`src/rtl/fma_wb_packer_if.sv`:
```
// Handshake bundle for fma_wb_packer: vector input stream plus SRAM write port.
// The slave modport is the packer's view; master is the producer/SRAM side.
interface fma_wb_packer_if #(
  parameter int unsigned BwFp         = 17,
  parameter int unsigned ValueMn      = 64,
  parameter int unsigned LanesPerBeat = 16,
  parameter int unsigned BwAddr       = 10
);
  logic                         in_valid;
  logic                         in_ready;
  logic [ValueMn*BwFp-1:0]      in_data;
  logic                         wr_ready;
  logic                         wr_en;
  logic [BwAddr-1:0]            wr_addr;
  logic [LanesPerBeat*BwFp-1:0] wr_data;

  modport master (
    output in_valid,
    output in_data,
    output wr_ready,
    input  in_ready,
    input  wr_en,
    input  wr_addr,
    input  wr_data
  );

  modport slave (
    input  in_valid,
    input  in_data,
    input  wr_ready,
    output in_ready,
    output wr_en,
    output wr_addr,
    output wr_data
  );
endinterface

```
`src/rtl/fma_wb_packer.sv`:
```
// Writeback packer: buffers result vectors in a 2-deep FIFO and writes them to SRAM as beats.
// Define FMA_WB_SAT_EN to clamp Inf/NaN lanes to the largest finite value of the same sign.
module fma_wb_packer #(
  parameter int unsigned BwFp         = 17,
  parameter int unsigned ValueMn      = 64,
  parameter int unsigned LanesPerBeat = 16,
  parameter int unsigned BwAddr       = 10,
  parameter int unsigned BwCnt        = 8
) (
  input  logic              clk,
  input  logic              rst_n,
  input  logic              start_i,
  input  logic [BwAddr-1:0] base_addr_i,
  input  logic [BwCnt-1:0]  num_vec_i,
  output logic              busy_o,
  output logic              done_o,
  fma_wb_packer_if.slave    bus
);

  localparam int unsigned Beats     = ValueMn / LanesPerBeat;
  localparam int unsigned BeatW     = (Beats > 1) ? $clog2(Beats) : 1;
  localparam int unsigned VecW      = ValueMn * BwFp;
  localparam int unsigned BeatDataW = LanesPerBeat * BwFp;
  localparam int unsigned ManW      = 8;
  localparam int unsigned ExpW      = 8;

  typedef enum logic [1:0] {StIdle, StRun, StDone} state_e;

  state_e            state_q, state_d;
  logic [BwAddr-1:0] addr_q, addr_d;
  logic [BwCnt-1:0]  num_q, num_d;
  logic [BwCnt-1:0]  acc_q, acc_d;
  logic [BwCnt-1:0]  wcnt_q, wcnt_d;
  logic [BeatW-1:0]  beat_q, beat_d;
  logic              rd_ptr_q, rd_ptr_d;
  logic              wr_ptr_q, wr_ptr_d;
  logic [1:0]        cnt_q, cnt_d;
  logic [VecW-1:0]   mem_q [2];

  logic                 fifo_full, fifo_empty;
  logic                 in_ready, push, wr_en, beat_fire, last_beat, pop;
  logic [BwCnt-1:0]     wcnt_inc;
  logic [VecW-1:0]      head;
  logic [BeatDataW-1:0] head_beats [Beats];
  logic [BeatDataW-1:0] beat_raw;
  logic [BeatDataW-1:0] beat_out;

  assign fifo_full  = (cnt_q == 2'd2);
  assign fifo_empty = (cnt_q == 2'd0);

  // in_ready is a pure function of registered state; no in_valid feedback.
  assign in_ready  = (state_q == StRun) && !fifo_full && (acc_q < num_q);
  assign push      = bus.in_valid && in_ready;
  assign wr_en     = (state_q == StRun) && !fifo_empty;
  assign beat_fire = wr_en && bus.wr_ready;
  assign last_beat = (beat_q == BeatW'(Beats - 1));
  assign pop       = beat_fire && last_beat;
  assign wcnt_inc  = wcnt_q + BwCnt'(1);

  assign head = mem_q[rd_ptr_q];

  for (genvar b = 0; b < Beats; b++) begin : g_beat
    assign head_beats[b] = head[b*BeatDataW +: BeatDataW];
  end

  assign beat_raw = head_beats[beat_q];

  for (genvar l = 0; l < LanesPerBeat; l++) begin : g_lane
    logic [BwFp-1:0] lane;
    assign lane = beat_raw[l*BwFp +: BwFp];
`ifdef FMA_WB_SAT_EN
    assign beat_out[l*BwFp +: BwFp] = (lane[ManW +: ExpW] == {ExpW{1'b1}}) ?
                                      {lane[BwFp-1], 8'hFE, 8'hFF} : lane;
`else
    assign beat_out[l*BwFp +: BwFp] = lane;
`endif
  end

  always_comb begin
    state_d  = state_q;
    addr_d   = addr_q;
    num_d    = num_q;
    acc_d    = acc_q;
    wcnt_d   = wcnt_q;
    beat_d   = beat_q;
    rd_ptr_d = rd_ptr_q;
    wr_ptr_d = wr_ptr_q;
    cnt_d    = cnt_q;

    unique case (state_q)
      StIdle: begin
        if (start_i) begin
          addr_d   = base_addr_i;
          num_d    = num_vec_i;
          acc_d    = '0;
          wcnt_d   = '0;
          beat_d   = '0;
          rd_ptr_d = 1'b0;
          wr_ptr_d = 1'b0;
          cnt_d    = '0;
          state_d  = (num_vec_i == '0) ? StDone : StRun;
        end
      end
      StRun: begin
        if (push) begin
          wr_ptr_d = ~wr_ptr_q;
          acc_d    = acc_q + BwCnt'(1);
        end
        if (beat_fire) begin
          addr_d = addr_q + BwAddr'(1);
          beat_d = last_beat ? '0 : beat_q + BeatW'(1);
        end
        if (pop) begin
          rd_ptr_d = ~rd_ptr_q;
          wcnt_d   = wcnt_inc;
          if (wcnt_inc == num_q) begin
            state_d = StDone;
          end
        end
        unique case ({push, pop})
          2'b10:   cnt_d = cnt_q + 2'd1;
          2'b01:   cnt_d = cnt_q - 2'd1;
          default: cnt_d = cnt_q;
        endcase
      end
      StDone: begin
        state_d = StIdle;
      end
      default: begin
        state_d = StIdle;
      end
    endcase
  end

  always_ff @(posedge clk or negedge rst_n) begin
    if (!rst_n) begin
      state_q  <= StIdle;
      addr_q   <= '0;
      num_q    <= '0;
      acc_q    <= '0;
      wcnt_q   <= '0;
      beat_q   <= '0;
      rd_ptr_q <= 1'b0;
      wr_ptr_q <= 1'b0;
      cnt_q    <= '0;
    end else begin
      state_q  <= state_d;
      addr_q   <= addr_d;
      num_q    <= num_d;
      acc_q    <= acc_d;
      wcnt_q   <= wcnt_d;
      beat_q   <= beat_d;
      rd_ptr_q <= rd_ptr_d;
      wr_ptr_q <= wr_ptr_d;
      cnt_q    <= cnt_d;
    end
  end

  // Storage is reset so wr_data reads zero out of reset and after an abort.
  always_ff @(posedge clk or negedge rst_n) begin
    if (!rst_n) begin
      mem_q[0] <= '0;
      mem_q[1] <= '0;
    end else if (push) begin
      mem_q[wr_ptr_q] <= bus.in_data;
    end
  end

  assign bus.in_ready = in_ready;
  assign bus.wr_en    = wr_en;
  assign bus.wr_addr  = addr_q;
  assign bus.wr_data  = beat_out;
  assign busy_o       = (state_q != StIdle);
  assign done_o       = (state_q == StDone);

`ifndef SYNTHESIS
  stall_hold_a: assert property (@(posedge clk) disable iff (!rst_n)
    (bus.wr_en && !bus.wr_ready) |=>
      (bus.wr_en && $stable(bus.wr_addr) && $stable(bus.wr_data)));
`endif

endmodule

```
`src/flat_wrapper.sv`:
```
// flat-port wrapper written by rule: the top's interface ports become plain ports
module fma_wb_packer_flat 
#(
  parameter int unsigned BwFp         = 17,
  parameter int unsigned ValueMn      = 64,
  parameter int unsigned LanesPerBeat = 16,
  parameter int unsigned BwAddr       = 10,
  parameter int unsigned BwCnt        = 8
)
  (clk, rst_n, start_i, base_addr_i, num_vec_i, busy_o, done_o, bus_in_valid, bus_in_data, bus_wr_ready, bus_in_ready, bus_wr_en, bus_wr_addr, bus_wr_data);
  fma_wb_packer_if #(.BwFp(BwFp), .ValueMn(ValueMn), .LanesPerBeat(LanesPerBeat), .BwAddr(BwAddr)) bus_i ();
  input  logic clk;
  input  logic rst_n;
  input  logic start_i;
  input  logic [BwAddr-1:0] base_addr_i;
  input  logic [BwCnt-1:0] num_vec_i;
  output logic busy_o;
  output logic done_o;
  input wire logic [$bits(bus_i.in_valid)-1:0] bus_in_valid;
  input wire logic [$bits(bus_i.in_data)-1:0] bus_in_data;
  input wire logic [$bits(bus_i.wr_ready)-1:0] bus_wr_ready;
  output wire logic [$bits(bus_i.in_ready)-1:0] bus_in_ready;
  output wire logic [$bits(bus_i.wr_en)-1:0] bus_wr_en;
  output wire logic [$bits(bus_i.wr_addr)-1:0] bus_wr_addr;
  output wire logic [$bits(bus_i.wr_data)-1:0] bus_wr_data;
  assign bus_i.in_valid = bus_in_valid;
  assign bus_i.in_data = bus_in_data;
  assign bus_i.wr_ready = bus_wr_ready;
  assign bus_in_ready = bus_i.in_ready;
  assign bus_wr_en = bus_i.wr_en;
  assign bus_wr_addr = bus_i.wr_addr;
  assign bus_wr_data = bus_i.wr_data;
  fma_wb_packer #(.BwFp(BwFp), .ValueMn(ValueMn), .LanesPerBeat(LanesPerBeat), .BwAddr(BwAddr), .BwCnt(BwCnt)) u_core (.clk(clk), .rst_n(rst_n), .start_i(start_i), .base_addr_i(base_addr_i), .num_vec_i(num_vec_i), .busy_o(busy_o), .done_o(done_o), .bus(bus_i));
endmodule
```
`config.mk`:
```
export PLATFORM = sky130hd
export DESIGN_NAME = fma_wb_packer_flat
export DESIGN_NICKNAME = d
export VERILOG_FILES = /design/src/rtl/fma_wb_packer_if.sv /design/src/rtl/fma_wb_packer.sv /design/src/flat_wrapper.sv
export SDC_FILE = /design/constraint.sdc
export NUM_CORES = 2
export LEC_CHECK = 0
export BUFFER_PORTS_ARGS = -buffer_cell sky130_fd_sc_hd__buf_4
export CAP_MARGIN = 10
export CORE_AREA = 2 2 715 504
export CTS_CLUSTER_DIAMETER = 150
export DETAILED_ROUTE_END_ITERATION = 10
export DIE_AREA = 0 0 717 506
export GPL_TIMING_DRIVEN = 1
export PLACE_DENSITY = 0.42
export SYNTH_ARGS = -nofsm -noshare
export SYNTH_HDL_FRONTEND = slang
export SYNTH_SLANG_ARGS = --single-unit
```
`constraint.sdc`:
```
create_clock -name clk -period 7.1 [get_ports clk]
set_input_delay 1.42 -clock clk [delete_from_list [all_inputs] [get_ports clk]]
set_output_delay 1.42 -clock clk [all_outputs]
set_load 0.02 [all_outputs]
```
Word-level counts from Yosys, hierarchy flattened:

Index checks and enable logic that the tools add are counted.

* bits of input ports: 1111
* memory bits (writable): 0
* memories: 0
* bits in latches: 0
* ROM bits: 0
* register bits: 2218

* shifts and indexed selects: 0
* $mul: 0
* bitwise gates (word level): 5
* reduce and logical (&&, ||, !) cells: 20
* mux-type cells: 33
* equality and inequality tests: 13
* div/mod/pow operators: 0
* order comparisons: 5
* $add $sub $neg: 6

Operators with widths (count)
* 1088-bit 2-to-1 mux: 4
* 2176-bit bitwise mux: 1
* 1088-bit demux with 1-bit select: 1
* 272-bit binary-select mux with 2-bit select: 1
* 272-bit 2-to-1 mux: 2
* 8-bit case mux with 2 select lines: 2
* 8-bit 2-to-1 mux: 3
* 10-bit 2-to-1 mux: 2
* 10-bit case mux with 2 select lines: 1
* 8-bit by 1-bit adder with 8-bit output (second input constant): 2
* 2-bit case mux with 2 select lines: 4
* 3-bit AND reduction: 5
* 2-bit 2-to-1 mux: 7
* 10-bit by 1-bit adder with 10-bit output (second input constant): 1
* 2-bit == test (second input constant): 4
* 8-bit == test: 1
* 8-bit logical NOT: 1
* 8-bit less-than comparator: 1
* 1-bit logical AND: 7
* 2-bit by 1-bit != test with 1-bit output (second input constant): 3
* 2-bit by 1-bit adder with 2-bit output (second input constant): 2
* 2-bit by 1-bit == test with 1-bit output (second input constant): 2
* 2-bit >= comparator (second input constant): 2
* 2-bit logical NOT: 2
* 13 further kinds: 21

Depth between registers and ports, before layout:

* depth in word-level cells: 8
* depth in mapped cells: 12

Least setup slack after synthesis:

Ideal clock, no wire load.

* path type: reg2out
* start point: reg u_core.rd_ptr_q
* end point: out bus_wr_data[113]
* stages on the path, launching flop included: 6
* path buffers: 3
* setup slack: 3.512 ns
* arrival: 2.168 ns
* path through: dfrtp_1 -> clkbuf_1 -> buf_2 -> buf_1 -> mux4_2 -> mux2_2

* longest elaborated chain between the ends: 7

RTL lines
* start, declared: line fma_wb_packer.sv:35 `logic rd_ptr_q, rd_ptr_d;`
* start signal, assigned: line fma_wb_packer.sv:153 `rd_ptr_q <= rd_ptr_d;`
* 1-bit NOT with 2-bit output (implied by the code): line fma_wb_packer.sv:60 `assign head = mem_q[rd_ptr_q];`
* 1088-bit 2-to-1 mux (implied by the code) (3 in series): line fma_wb_packer.sv:60
* 272-bit binary-select mux with 2-bit select: line fma_wb_packer.sv:66 `assign beat_raw = head_beats[beat_q];`
* 272-bit 2-to-1 mux (implied by the code) (2 in series): line fma_wb_packer.sv:66
* end, declared: line flat_wrapper.sv:25 `output wire logic [$bits(bus_i.wr_data)-1:0] bus_wr_data;`

Every way passes these cells. The select of a mux whose other input is x is not followed.

Final worst setup path:

* start point: reg u_core.rd_ptr_q
* end point: out bus_wr_data[99]

The elaborated chain is that of the path after synthesis.

==> impl_results.md <==
* Worst slew margin at between 10% and 20%
* # DRC at 0
* Final nets at 8333
* Root Buffer: clkbuf_16
* Post-route ant nets at 0
* Syn_area_per_cell at 17.0 sq um
* Cells after synthesis at 5853
* Clock network fraction of total power at 20.0%
* Worst vdd ir at 279 uV
* Share of async-settable or async-resettable flops after synthesis at 100%
* RSZ-0062 raised after global routing: no
* Post-synthesis sequential area ratio at 55.9%
* Max frequency at around 0.19 GHz
* Vias in the first global route at 63.0k
* Core ar. at ~0.36 sq mm
* Worst min path class: in -> async
* TritonCTS clock tree: yes
* Drt first-iter violations at 2455
* Worst endpoint required time at 5.68 ns
* Area contributors post-synth: dfrtp_1 (56%), mux2_2 (24%), mux4_2 (12%)
* Setup Fix Bufs, Post-CTS at 0
* Number of detailed-route iterations in the first pass at 5
* Arr. time, crit path at between 3 and 4 ns
* Synth Warn # at 0
* Crit path largest cell delay at 1.06 ns
* HPWL after detailed placement at 235000 um
* Starting density of the core at 27.9%
* Number of max-cap violations at 0
* TritonCTS Buffers at 244
* Worst slew pin tran at 1.25 ns
* # port buffers at 1396
* Total number of vias at ~58k
* Clk Latency, worst-skew pair at 0.91 ns
* Setup TNS Final at 0 ns
* First-pass GRT wire length at 476000 um
* Proportion of layout cells with a drive suffix above 1 at 60.9%
* Crit-path cells: buf_12 > buf_4 > mux4_2 > mux2_2 > buf_4
* Internal Pwr Total at ~42 mW
* Area Overhead vs Synth at 23.5%
* Reg clk slew, reported paths at roughly 0.060 ns
* Kind of critical path: reg -> out
* Leak at 50.6 nW
* H-tree depth at 4
* Gr usage total at around 18%
* Share of the synthesized area in the top cell type at 55.9%
* Pin count of the biggest net entering global routing at 162
* Slowest cell on the critical path: dfrtp_4
* Power share of the sequential group at 35.6%
* Top_reg_cell synth: dfrtp_1
* CP Launch Type: flip-flop
* Crit end category: output pin
* Hold Violations, Final at 0
* Via density at about 4.8
* TritonCTS Sinks at 2218
* Final wirelength at 330000 um
* Post-CTS Resized at 0
* Comb pwr share at 44.4%
* Post-synth EDFFs at 0
* Post-Syn Area at just under 0.1 sq mm
* IO Pins at 1397
* Core Rows at 184
* # setup viols final at 0
* Die W at 717 um
* Final period utilization at 73.2%
* P_sw at around 22 mW
* Initial antenna violation count at 194
* Die area at 0.363 sq mm
* Yosys cell types at 45
* Dpl cells at 11.7k
* CP most frequent cell: buf_4
* Final Skew at 0.0773 ns
* Critical-path maximum fanout at 34
* Fillers at 34.4k
* Deepest clock path buffer count at 4
* Final Critical Period at just over 5 ns
* GPL Wtd Cong at 0.800
* Cell Pwr Density at 516 mW/mm^2
* Status: finished, final reports clean
* FF+latch count, synth at 2218
* Post-Layout Cell Count at 12.2k
* Post-synth top area cell: dfrtp_1
* Synth Net Count at about 7k
* Die H at 506 um
* Count of pins over their slew limit at 0
* Post-CTS Hold Buffers at 0
* Total grt overflow at 0
* Wirelength per Cell at about 27 um
* Switching Fraction at 34.1%
critical path: cells and delay by family (launching register included):
family	cells	cell delay, ns
buffers and inverters	3	0.92
flip-flops	1	1.06
multiplexers	2	0.89
synth_stat cells, drive strengths merged, types with 11 or more instances:
library cell / count
mux2: 2449
dfrtp: 2218
mux4: 544
buf: 311
clkbuf: 94
nand2: 46
o21ai: 39
nor2: 26
a21oi: 23
nand3: 16
ha: 12
inv: 11
power groups by stage:
stage	Sequential [mW]	Combinational (mW)	Clock (mW)
after floorplan	21.3	20.0	0
after global placement	22.5	28.3	0
after detailed placement	22.7	28.7	0
after CTS	22.5	28.8	13.2
after global routing	23.3	30.0	13.7
final	22.5	28.1	12.7
flip-flops by register name (all words and copies together), names as in the netlist:
name and cells:
u_core.mem_q 2176, u_core.bus.wr_addr 10, u_core.acc_q 8, u_core.num_q 8
u_core.wcnt_q 8, u_core.beat_q 2, u_core.cnt_q 2, u_core.state_q 2
u_core.rd_ptr_q 1, u_core.wr_ptr_q 1
metrics by stage:
stage               utilization (%)  worst slack (ns)  hold slack, ns  power, mW  instance area (sq um)
CTS                            34.4              1.65           0.362       64.4                 123000
finish                         34.4              1.91           0.416       63.3                 123000
detailed placement             32.2              2.62           0.469       51.3                 115000
global route                   34.4              1.59           0.364       67.0                 123000
global placement               32.2              2.62           0.461       50.8                 115000
floorplan                         -              3.51           0.452       41.2                  99300
cell usage in the layout, fill, tap and decap left out, types with 23 or more instances in the layout:
cell type  netlist  final
nor2_1          25     25
a21oi_1         23     23
buf_12           0     52
o21ai_0         39     39
diode_2          0     54
clkbuf_16        0    245
mux2_2        2075   2075
clkbuf_8         0     63
mux2_1         374    374
dfrtp_1       2218   2215
nand2_1         46     46
mux4_2         544    544
clkbuf_1        94     71
clkinv_2         0     25
buf_4          137   1463
final cells by class:
| type | count | area, sq um | share of cell area [%] |
|---|---|---|---|
| Sequential cell | 2218 | 55500 | 45.3 |
| Multi-Input combinational cell | 3219 | 41100 | 33.5 |
| Timing Repair Buffer | 1516 | 12100 | 9.83 |
| Clock buffer | 379 | 7260 | 5.92 |
| Tap cell | 4743 | 5930 | 4.84 |
| Clock inverter | 44 | 573 | 0.467 |
| Antenna cell | 54 | 135 | 0.110 |
| Inverter | 11 | 41.3 | 0.0337 |
path summary, 6_finish.rpt:
path                                                      from                             end  slack, ns  cells after the start
worst max-delay path               u_core.rd_ptr_q$_DFFE_PN0P_                 bus_wr_data[99]       1.91                      5
worst min-delay path                                     rst_n  u_core.mem_q[1841]$_DFFE_PN0P_       0.42                      1
worst max register to register   u_core.state_q[1]$_DFFE_PN0P_  u_core.mem_q[1848]$_DFFE_PN0P_       2.94                      9
worst min register to register  u_core.mem_q[1998]$_DFFE_PN0P_  u_core.mem_q[1998]$_DFFE_PN0P_       0.48                      1
max in group asynchronous                                rst_n  u_core.mem_q[1315]$_DFFE_PN0P_       4.72                      3
min in group clk                u_core.mem_q[1998]$_DFFE_PN0P_  u_core.mem_q[1998]$_DFFE_PN0P_       0.48                      1
cell families after synthesis:
logic type               Yosys count  share of synthesized area, %
multiplexers                    2997                          40.1
flip-flops                      2218                          55.9
buffers and inverters            416                          2.73
AND/OR/NAND/NOR                  120                         0.562
AO/OA/AOI/OAI                     81                         0.479
adder cells (fa/ha/maj)           12                         0.151
XOR/XNOR                           9                        0.0793
layer usage:
layer	up-vias	routed length [um]	GRT usage, %
li1	24700	-	-
met3	656	25600	6.46
met1	31400	139000	22.7
met2	1284	156000	28.5
met5	-	1100	0
met4	178	9080	4.95
Note: power is estimated with default switching activity, not from simulation.
